$ cat src/rtl/upower_pkg.sv
// Shared decode constants, ALU codes and control-FSM types for the uPower
// R/I-format control block.
package upower_pkg;

  localparam logic [5:0] OP_ADDI = 6'd14;
  localparam logic [5:0] OP_ORI  = 6'd24;
  localparam logic [5:0] OP_ANDI = 6'd28;
  localparam logic [5:0] OP_X31  = 6'd31;

  localparam logic [9:0] XO_ADD  = 10'd266;
  localparam logic [9:0] XO_SUBF = 10'd40;
  localparam logic [9:0] XO_AND  = 10'd28;
  localparam logic [9:0] XO_OR   = 10'd444;

  typedef enum logic [3:0] {
    ALU_AND = 4'b0000,
    ALU_OR  = 4'b0001,
    ALU_ADD = 4'b0010,
    ALU_SUB = 4'b0110
  } alu_op_t;

  typedef enum logic [1:0] {
    ST_IDLE,
    ST_DECODE,
    ST_EXEC,
    ST_WB
  } state_t;

  typedef struct packed {
    alu_op_t alu_op;
    logic    regdst;
    logic    alusrc;
    logic    xo;
    logic    legal;
  } ctrl_t;

endpackage

$ cat src/rtl/upower_ri_control_if.sv
// Fetch-side handshake plus the registered control outputs of upower_ri_control.
interface upower_ri_control_if #(
  parameter int CNT_W = 16
);

  logic [31:0]      instr_in;
  logic             instr_valid;
  logic             instr_ready;
  logic [31:0]      instruction;
  logic [3:0]       ALU_OP;
  logic             RegWrite;
  logic             RegDst;
  logic             ALUSrc;
  logic             XO;
  logic             illegal;
  logic [CNT_W-1:0] retired;

  modport master (
    output instr_in, instr_valid,
    input  instr_ready, instruction, ALU_OP, RegWrite, RegDst, ALUSrc, XO,
           illegal, retired
  );

  modport slave (
    input  instr_in, instr_valid,
    output instr_ready, instruction, ALU_OP, RegWrite, RegDst, ALUSrc, XO,
           illegal, retired
  );

endinterface

$ cat src/rtl/upower_ri_decode.sv
// Combinational decoder: instruction word -> ALU/operand-select controls and a
// legality flag. Unsupported encodings yield all-zero controls with legal=0.
module upower_ri_decode
  import upower_pkg::*;
(
  input  logic [31:0] instr_i,
  output ctrl_t       ctrl_o
);

  logic [5:0] opcode;
  logic [9:0] xopcode;
  logic       unused_bits;

  assign opcode      = instr_i[31:26];
  assign xopcode     = instr_i[10:1];
  // Register fields and the Rc bit play no part in control selection.
  assign unused_bits = ^{instr_i[25:11], instr_i[0]};

  always_comb begin
    ctrl_o = '{alu_op: ALU_AND, regdst: 1'b0, alusrc: 1'b0, xo: 1'b0, legal: 1'b0};
    case (opcode)
      OP_ADDI: ctrl_o = '{alu_op: ALU_ADD, regdst: 1'b0, alusrc: 1'b1, xo: 1'b1, legal: 1'b1};
      OP_ANDI: ctrl_o = '{alu_op: ALU_AND, regdst: 1'b0, alusrc: 1'b1, xo: 1'b0, legal: 1'b1};
      OP_ORI:  ctrl_o = '{alu_op: ALU_OR,  regdst: 1'b0, alusrc: 1'b1, xo: 1'b0, legal: 1'b1};
      OP_X31: begin
        case (xopcode)
          XO_ADD:  ctrl_o = '{alu_op: ALU_ADD, regdst: 1'b1, alusrc: 1'b0, xo: 1'b1, legal: 1'b1};
          XO_SUBF: ctrl_o = '{alu_op: ALU_SUB, regdst: 1'b1, alusrc: 1'b0, xo: 1'b1, legal: 1'b1};
          XO_AND:  ctrl_o = '{alu_op: ALU_AND, regdst: 1'b1, alusrc: 1'b0, xo: 1'b0, legal: 1'b1};
          XO_OR:   ctrl_o = '{alu_op: ALU_OR,  regdst: 1'b1, alusrc: 1'b0, xo: 1'b0, legal: 1'b1};
          default: ;
        endcase
      end
      default: ;
    endcase
  end

endmodule

$ cat src/rtl/upower_ri_control.sv
// Four-state control sequencer for the uPower R/I datapath: accept, decode,
// execute, write back; one instruction every four cycles.
module upower_ri_control
  import upower_pkg::*;
#(
  parameter int CNT_W = 16
) (
  input  logic                 clk,
  input  logic                 rst,
  upower_ri_control_if.slave   bus
);

  state_t           state_q, state_d;
  logic [31:0]      instr_q, instr_d;
  alu_op_t          alu_op_q, alu_op_d;
  logic             regdst_q, regdst_d;
  logic             alusrc_q, alusrc_d;
  logic             xo_q, xo_d;
  logic [CNT_W-1:0] retired_q, retired_d;
  logic             ready, regwrite, illegal;
  ctrl_t            dec;

  upower_ri_decode u_decode (
    .instr_i (instr_q),
    .ctrl_o  (dec)
  );

  always_ff @(posedge clk) begin
    if (rst) begin
      state_q   <= ST_IDLE;
      instr_q   <= '0;
      alu_op_q  <= ALU_AND;
      regdst_q  <= 1'b0;
      alusrc_q  <= 1'b0;
      xo_q      <= 1'b0;
      retired_q <= '0;
    end else begin
      state_q   <= state_d;
      instr_q   <= instr_d;
      alu_op_q  <= alu_op_d;
      regdst_q  <= regdst_d;
      alusrc_q  <= alusrc_d;
      xo_q      <= xo_d;
      retired_q <= retired_d;
    end
  end

  always_comb begin
    state_d   = state_q;
    instr_d   = instr_q;
    alu_op_d  = alu_op_q;
    regdst_d  = regdst_q;
    alusrc_d  = alusrc_q;
    xo_d      = xo_q;
    retired_d = retired_q;
    ready     = 1'b0;
    regwrite  = 1'b0;
    illegal   = 1'b0;
    case (state_q)
      ST_IDLE: begin
        ready = 1'b1;
        if (bus.instr_valid) begin
          instr_d = bus.instr_in;
          state_d = ST_DECODE;
        end
      end
      ST_DECODE: begin
        alu_op_d = dec.alu_op;
        regdst_d = dec.regdst;
        alusrc_d = dec.alusrc;
        xo_d     = dec.xo;
        if (dec.legal) begin
          state_d = ST_EXEC;
        end else begin
          illegal = 1'b1;
          state_d = ST_IDLE;
        end
      end
      // Count on entry to WB so retired already includes the instruction
      // whose RegWrite pulse is visible; a reset before WB drops both.
      ST_EXEC: begin
        retired_d = retired_q + CNT_W'(1);
        state_d   = ST_WB;
      end
      ST_WB: begin
        regwrite = 1'b1;
        state_d  = ST_IDLE;
      end
      default: state_d = ST_IDLE;
    endcase
  end

  assign bus.instr_ready = ready;
  assign bus.instruction = instr_q;
  assign bus.ALU_OP      = alu_op_q;
  assign bus.RegDst      = regdst_q;
  assign bus.ALUSrc      = alusrc_q;
  assign bus.XO          = xo_q;
  assign bus.RegWrite    = regwrite;
  assign bus.illegal     = illegal;
  assign bus.retired     = retired_q;

endmodule

$ cat src/flat_wrapper.sv
// flat-port wrapper written by rule: the top's interface ports become plain ports
module upower_ri_control_flat import upower_pkg::*;
#(
  parameter int CNT_W = 16
)
  (clk, rst, bus_instr_in, bus_instr_valid, bus_instr_ready, bus_instruction, bus_ALU_OP, bus_RegWrite, bus_RegDst, bus_ALUSrc, bus_XO, bus_illegal, bus_retired);
  upower_ri_control_if #(.CNT_W(CNT_W)) bus_i ();
  input  logic clk;
  input  logic rst;
  input wire logic [$bits(bus_i.instr_in)-1:0] bus_instr_in;
  input wire logic [$bits(bus_i.instr_valid)-1:0] bus_instr_valid;
  output wire logic [$bits(bus_i.instr_ready)-1:0] bus_instr_ready;
  output wire logic [$bits(bus_i.instruction)-1:0] bus_instruction;
  output wire logic [$bits(bus_i.ALU_OP)-1:0] bus_ALU_OP;
  output wire logic [$bits(bus_i.RegWrite)-1:0] bus_RegWrite;
  output wire logic [$bits(bus_i.RegDst)-1:0] bus_RegDst;
  output wire logic [$bits(bus_i.ALUSrc)-1:0] bus_ALUSrc;
  output wire logic [$bits(bus_i.XO)-1:0] bus_XO;
  output wire logic [$bits(bus_i.illegal)-1:0] bus_illegal;
  output wire logic [$bits(bus_i.retired)-1:0] bus_retired;
  assign bus_i.instr_in = bus_instr_in;
  assign bus_i.instr_valid = bus_instr_valid;
  assign bus_instr_ready = bus_i.instr_ready;
  assign bus_instruction = bus_i.instruction;
  assign bus_ALU_OP = bus_i.ALU_OP;
  assign bus_RegWrite = bus_i.RegWrite;
  assign bus_RegDst = bus_i.RegDst;
  assign bus_ALUSrc = bus_i.ALUSrc;
  assign bus_XO = bus_i.XO;
  assign bus_illegal = bus_i.illegal;
  assign bus_retired = bus_i.retired;
  upower_ri_control #(.CNT_W(CNT_W)) u_core (.clk(clk), .rst(rst), .bus(bus_i));
endmodule
$ cat config.mk
export PLATFORM = sky130hd
export DESIGN_NAME = upower_ri_control_flat
export DESIGN_NICKNAME = d
export VERILOG_FILES = /design/src/rtl/upower_pkg.sv /design/src/rtl/upower_ri_control_if.sv /design/src/rtl/upower_ri_decode.sv /design/src/rtl/upower_ri_control.sv /design/src/flat_wrapper.sv
export SDC_FILE = /design/constraint.sdc
export NUM_CORES = 1
export LEC_CHECK = 0
export CAP_MARGIN = 15
export CORE_MARGIN = 2
export CORE_UTILIZATION = 43
export DETAILED_ROUTE_END_ITERATION = 12
export PLACE_DENSITY = 0.8
export SLEW_MARGIN = 5
export SYNTH_ARGS = -nofsm -noshare
export SYNTH_HDL_FRONTEND = slang
export SYNTH_SLANG_ARGS = --single-unit
$ cat constraint.sdc
create_clock -name clk -period 1.93 [get_ports clk]
set_input_delay 0.386 -clock clk [delete_from_list [all_inputs] [get_ports clk]]
set_output_delay 0.386 -clock clk [all_outputs]
set_load 0.03 [all_outputs]
==> impl_results.md <==
* Status: complete, but fails checks
* Failing checks: setup timing
* Final Util at 0.707
* VDD IR-drop max at 506 uV
* First-pass GRT wire length at 9.89 mm
* Power Density at 669 mW/mm^2
* Cells after synthesis at 283
* Sw Share at 0.251
* Layout cells sized above 1 at 0.140
* RR Endpoint: u_core.bus.retired[15]
* Inst Count DP at 462
* CP endpoint: bus_illegal
* Synthesized area per cell at 8.01 sq um
* Most frequent cells in the layout: clkdlybuf4s50_1 (85), nand2_1 (77), dfxtp_1 (53)
* Register Area at 0.00110 sq mm
* IO buf count at 91
* Drt pass-1 iters at 4
* P&R area growth vs syn at 59.2%
* Final Non-Filler Cells at 471
* Max-cap violation count at 0
* Number of nets in the layout at 436
* Dpl cell area at 0.00345 sq mm
* Synth top area share at 0.486
* Largest net degree at the start of global routing at 29
* Final Max Slew Viols at 0
* Minimum clock period at 2.23 ns
* Hold Vio Cnt, Final at 0
* Die area at 0.00587 sq mm
* Logic pwr share at 0.182
* Clock sinks at 55
* Netlist cell types at 38
* Drt wl/cell at 12.2 um
* Worst R2R Path Depth at 5
* Crit Path Class: flip-flop to output port
* Arr. time, crit path at 1.84 ns
* Sequential Power Share at 0.498
* Yosys reg bits at 55
* Flop2flop setup slack at 0.16 ns
* Commonest register cell after synthesis: dfxtp_1
* Clock transition at path regs at 0.09 ns
* Setup Skew at 0.00380 ns
* Initial core utilization at 0.444
* Final Cell Area at 0.00361 sq mm
* GPL Wtd Cong at 0.754
* Estimated wirelength of the detail-placed design at 4.33 mm
* CP endpoint kind: output port
* Sum Neg Setup Slack at -0.297 ns
* Max H-tree Level at 2
* Asr flop ratio synth at 0
* Netlist Area Pre-Place at 0.00227 sq mm
* Max frequency at 449 MHz
* Area of the multi-input gates at 0.00112 sq mm
* CTS tree: built
* Slew margin rel. at 0.657
* DR vias at 2,304
* Cts bufs inserted at 5
* Final setup fails at 1
* Root buf cell: clkbuf_8
* Setup WS post-layout at -0.297 ns
* DRT iter0 DRCs at 88
* Seq/Total Area, Yosys at 0.486
* Via/cell ratio at 4.89
* Die height at 76.6 um
* Worst Path Max Fanout at 2
* Vias in the first global route at 2,187
* Psw at 0.606 mW
* Filler cells at 417
* Total gr overflow at 0
* Clock Tree Buf Depth at 2
* Worst-Skew Late Latency at 0.29 ns
* Initial antenna violation count at 0
* Number of core rows at 26
* Syn Nets at 319
* Fin crit share at 1.15
* RSZ-0062 raised after global routing: true
* Remaining DRCs at 0
* Number of routed nets with antenna violations at 0
* Min Hold Slack at 0.456 ns
* Commonest non-fill, non-tap cell in the layout: clkdlybuf4s50_1
* Synth area leader: dfxtp_1
* Critical Path RT at 1.54 ns
* Clock power share at 0.320
* Startpoint type of the worst setup path: flip-flop
* Power Internal at 1.81 mW
* Core Region at 0.00511 sq mm
* EDFF count, synth at 0
* Number of I/O pins at 93
* WL final at 5.76 mm
* Launch point of the worst path: u_core.bus.instruction[7]
* All-Layer GR Usage at 0.203
* Die Span X at 76.6 um
* Leak pwr at 1.43 nW
* Top cells by area, synth: dfxtp_1 (49%), nand2_1 (13%), a21oi_1 (8.6%)
* Diode count at 0
* Worst hold path type: flip-flop to flip-flop
* Yosys Warn Count at 0
* Worst Tran Pin Value at 0.515 ns
==> metrics by stage <==
stage          setup slack (ns)  power, mW
3_3_place_gp             -0.444       1.65
5_1_grt                  -0.398       2.53
3_5_place_dp             -0.485       1.66
2_1_floorplan            0.0174       1.44
6_report                 -0.297       2.41
4_1_cts                  -0.305       2.44
==> power groups by stage <==
stage / combinational (mW) / clock [mW] / sequential, mW
after CTS: 0.443 / 0.790 / 1.20
after detailed placement: 0.432 / 0 / 1.23
after global placement: 0.426 / 0 / 1.23
after floorplan: 0.124 / 0 / 1.31
after global routing: 0.474 / 0.845 / 1.21
final: 0.439 / 0.772 / 1.20
==> cell usage after synthesis (all sizes together) (2+ instances only) <==
master  number
nand4b       2
or3          3
buf          5
xnor2        7
nand3b       3
nand3        6
a21oi       39
inv          3
dfxtp       55
nor3         8
nor2        18
or4          5
nand2b       2
o21ai        3
nand2       77
or3b         2
o31ai        3
nor4         2
and2         2
nand4        7
xor2         4
nor2b        5
clkbuf      11
==> state kept, by name (all words and copies together), names as in the netlist, named ones only <==
signal / cells
u_core.bus.instruction: 32
u_core.bus.retired: 16
u_core.bus.ALU_OP: 3
u_core.bus.ALUSrc: 1
u_core.bus.RegDst: 1
u_core.state_q: 1
==> critical path: stages (launching register included) <==
cell	delay [ns]
dfxtp_1	0.32
or3_4	0.40
a2111oi_4	0.33
buf_4	0.16
o21a_1	0.12
nor3_2	0.05
buf_4	0.17
==> logic make-up after synthesis <==
logic type               synth area share
flip-flops                          0.486
other                             0.00165
XOR/XNOR                           0.0425
buffers and inverters              0.0353
AND/OR/NAND/NOR                     0.306
multiplexers                      0.00442
AO/OA/AOI/OAI                       0.119
adder cells (fa/ha/maj)           0.00552
==> repair_timing <==
action	CTS	global route
buffers inserted	1	0
cloned	0	0
setup endpoints to repair	3	3
gates resized for setup	13	2
pin swaps	2	0
hold buffers	0	0
==> area by class of cell <==
| type | count | area share |
|---|---|---|
| repair buffers | 126 | 0.324 |
| multi-input cells | 209 | 0.310 |
| flip-flops and latches | 55 | 0.306 |
| well taps | 70 | 0.0243 |
| clock buffers | 6 | 0.0229 |
| clock inverters | 2 | 0.00971 |
| inverters | 3 | 0.00312 |
==> per-layer routing <==
layer  global-route usage  routed length (um)  vias to the layer above
li1                     -                   -                     1189
met1                0.246                2560                     1056
met2                0.367                2860                       57
met3               0.0438                 297                        2
met4               0.0491                  38                        0
met5                    0                   0                        -
==> worst min-delay path by stage <==
stage | start | end | slack, ns | cells after the start
floorplan | u_core.state_q[0] | u_core.state_q[0] | 0.49 | 1
global placement | u_core.bus.instruction[21] | u_core.bus.instruction[21] | 0.44 | 2
detailed placement | u_core.bus.instruction[25] | u_core.bus.instruction[25] | 0.45 | 2
CTS | u_core.bus.instruction[18] | u_core.bus.instruction[18] | 0.46 | 2
global route | u_core.bus.instruction[25] | u_core.bus.instruction[25] | 0.47 | 2
finish | u_core.bus.instruction[25] | u_core.bus.instruction[25] | 0.46 | 2
Power figures use the tool's default switching activity.
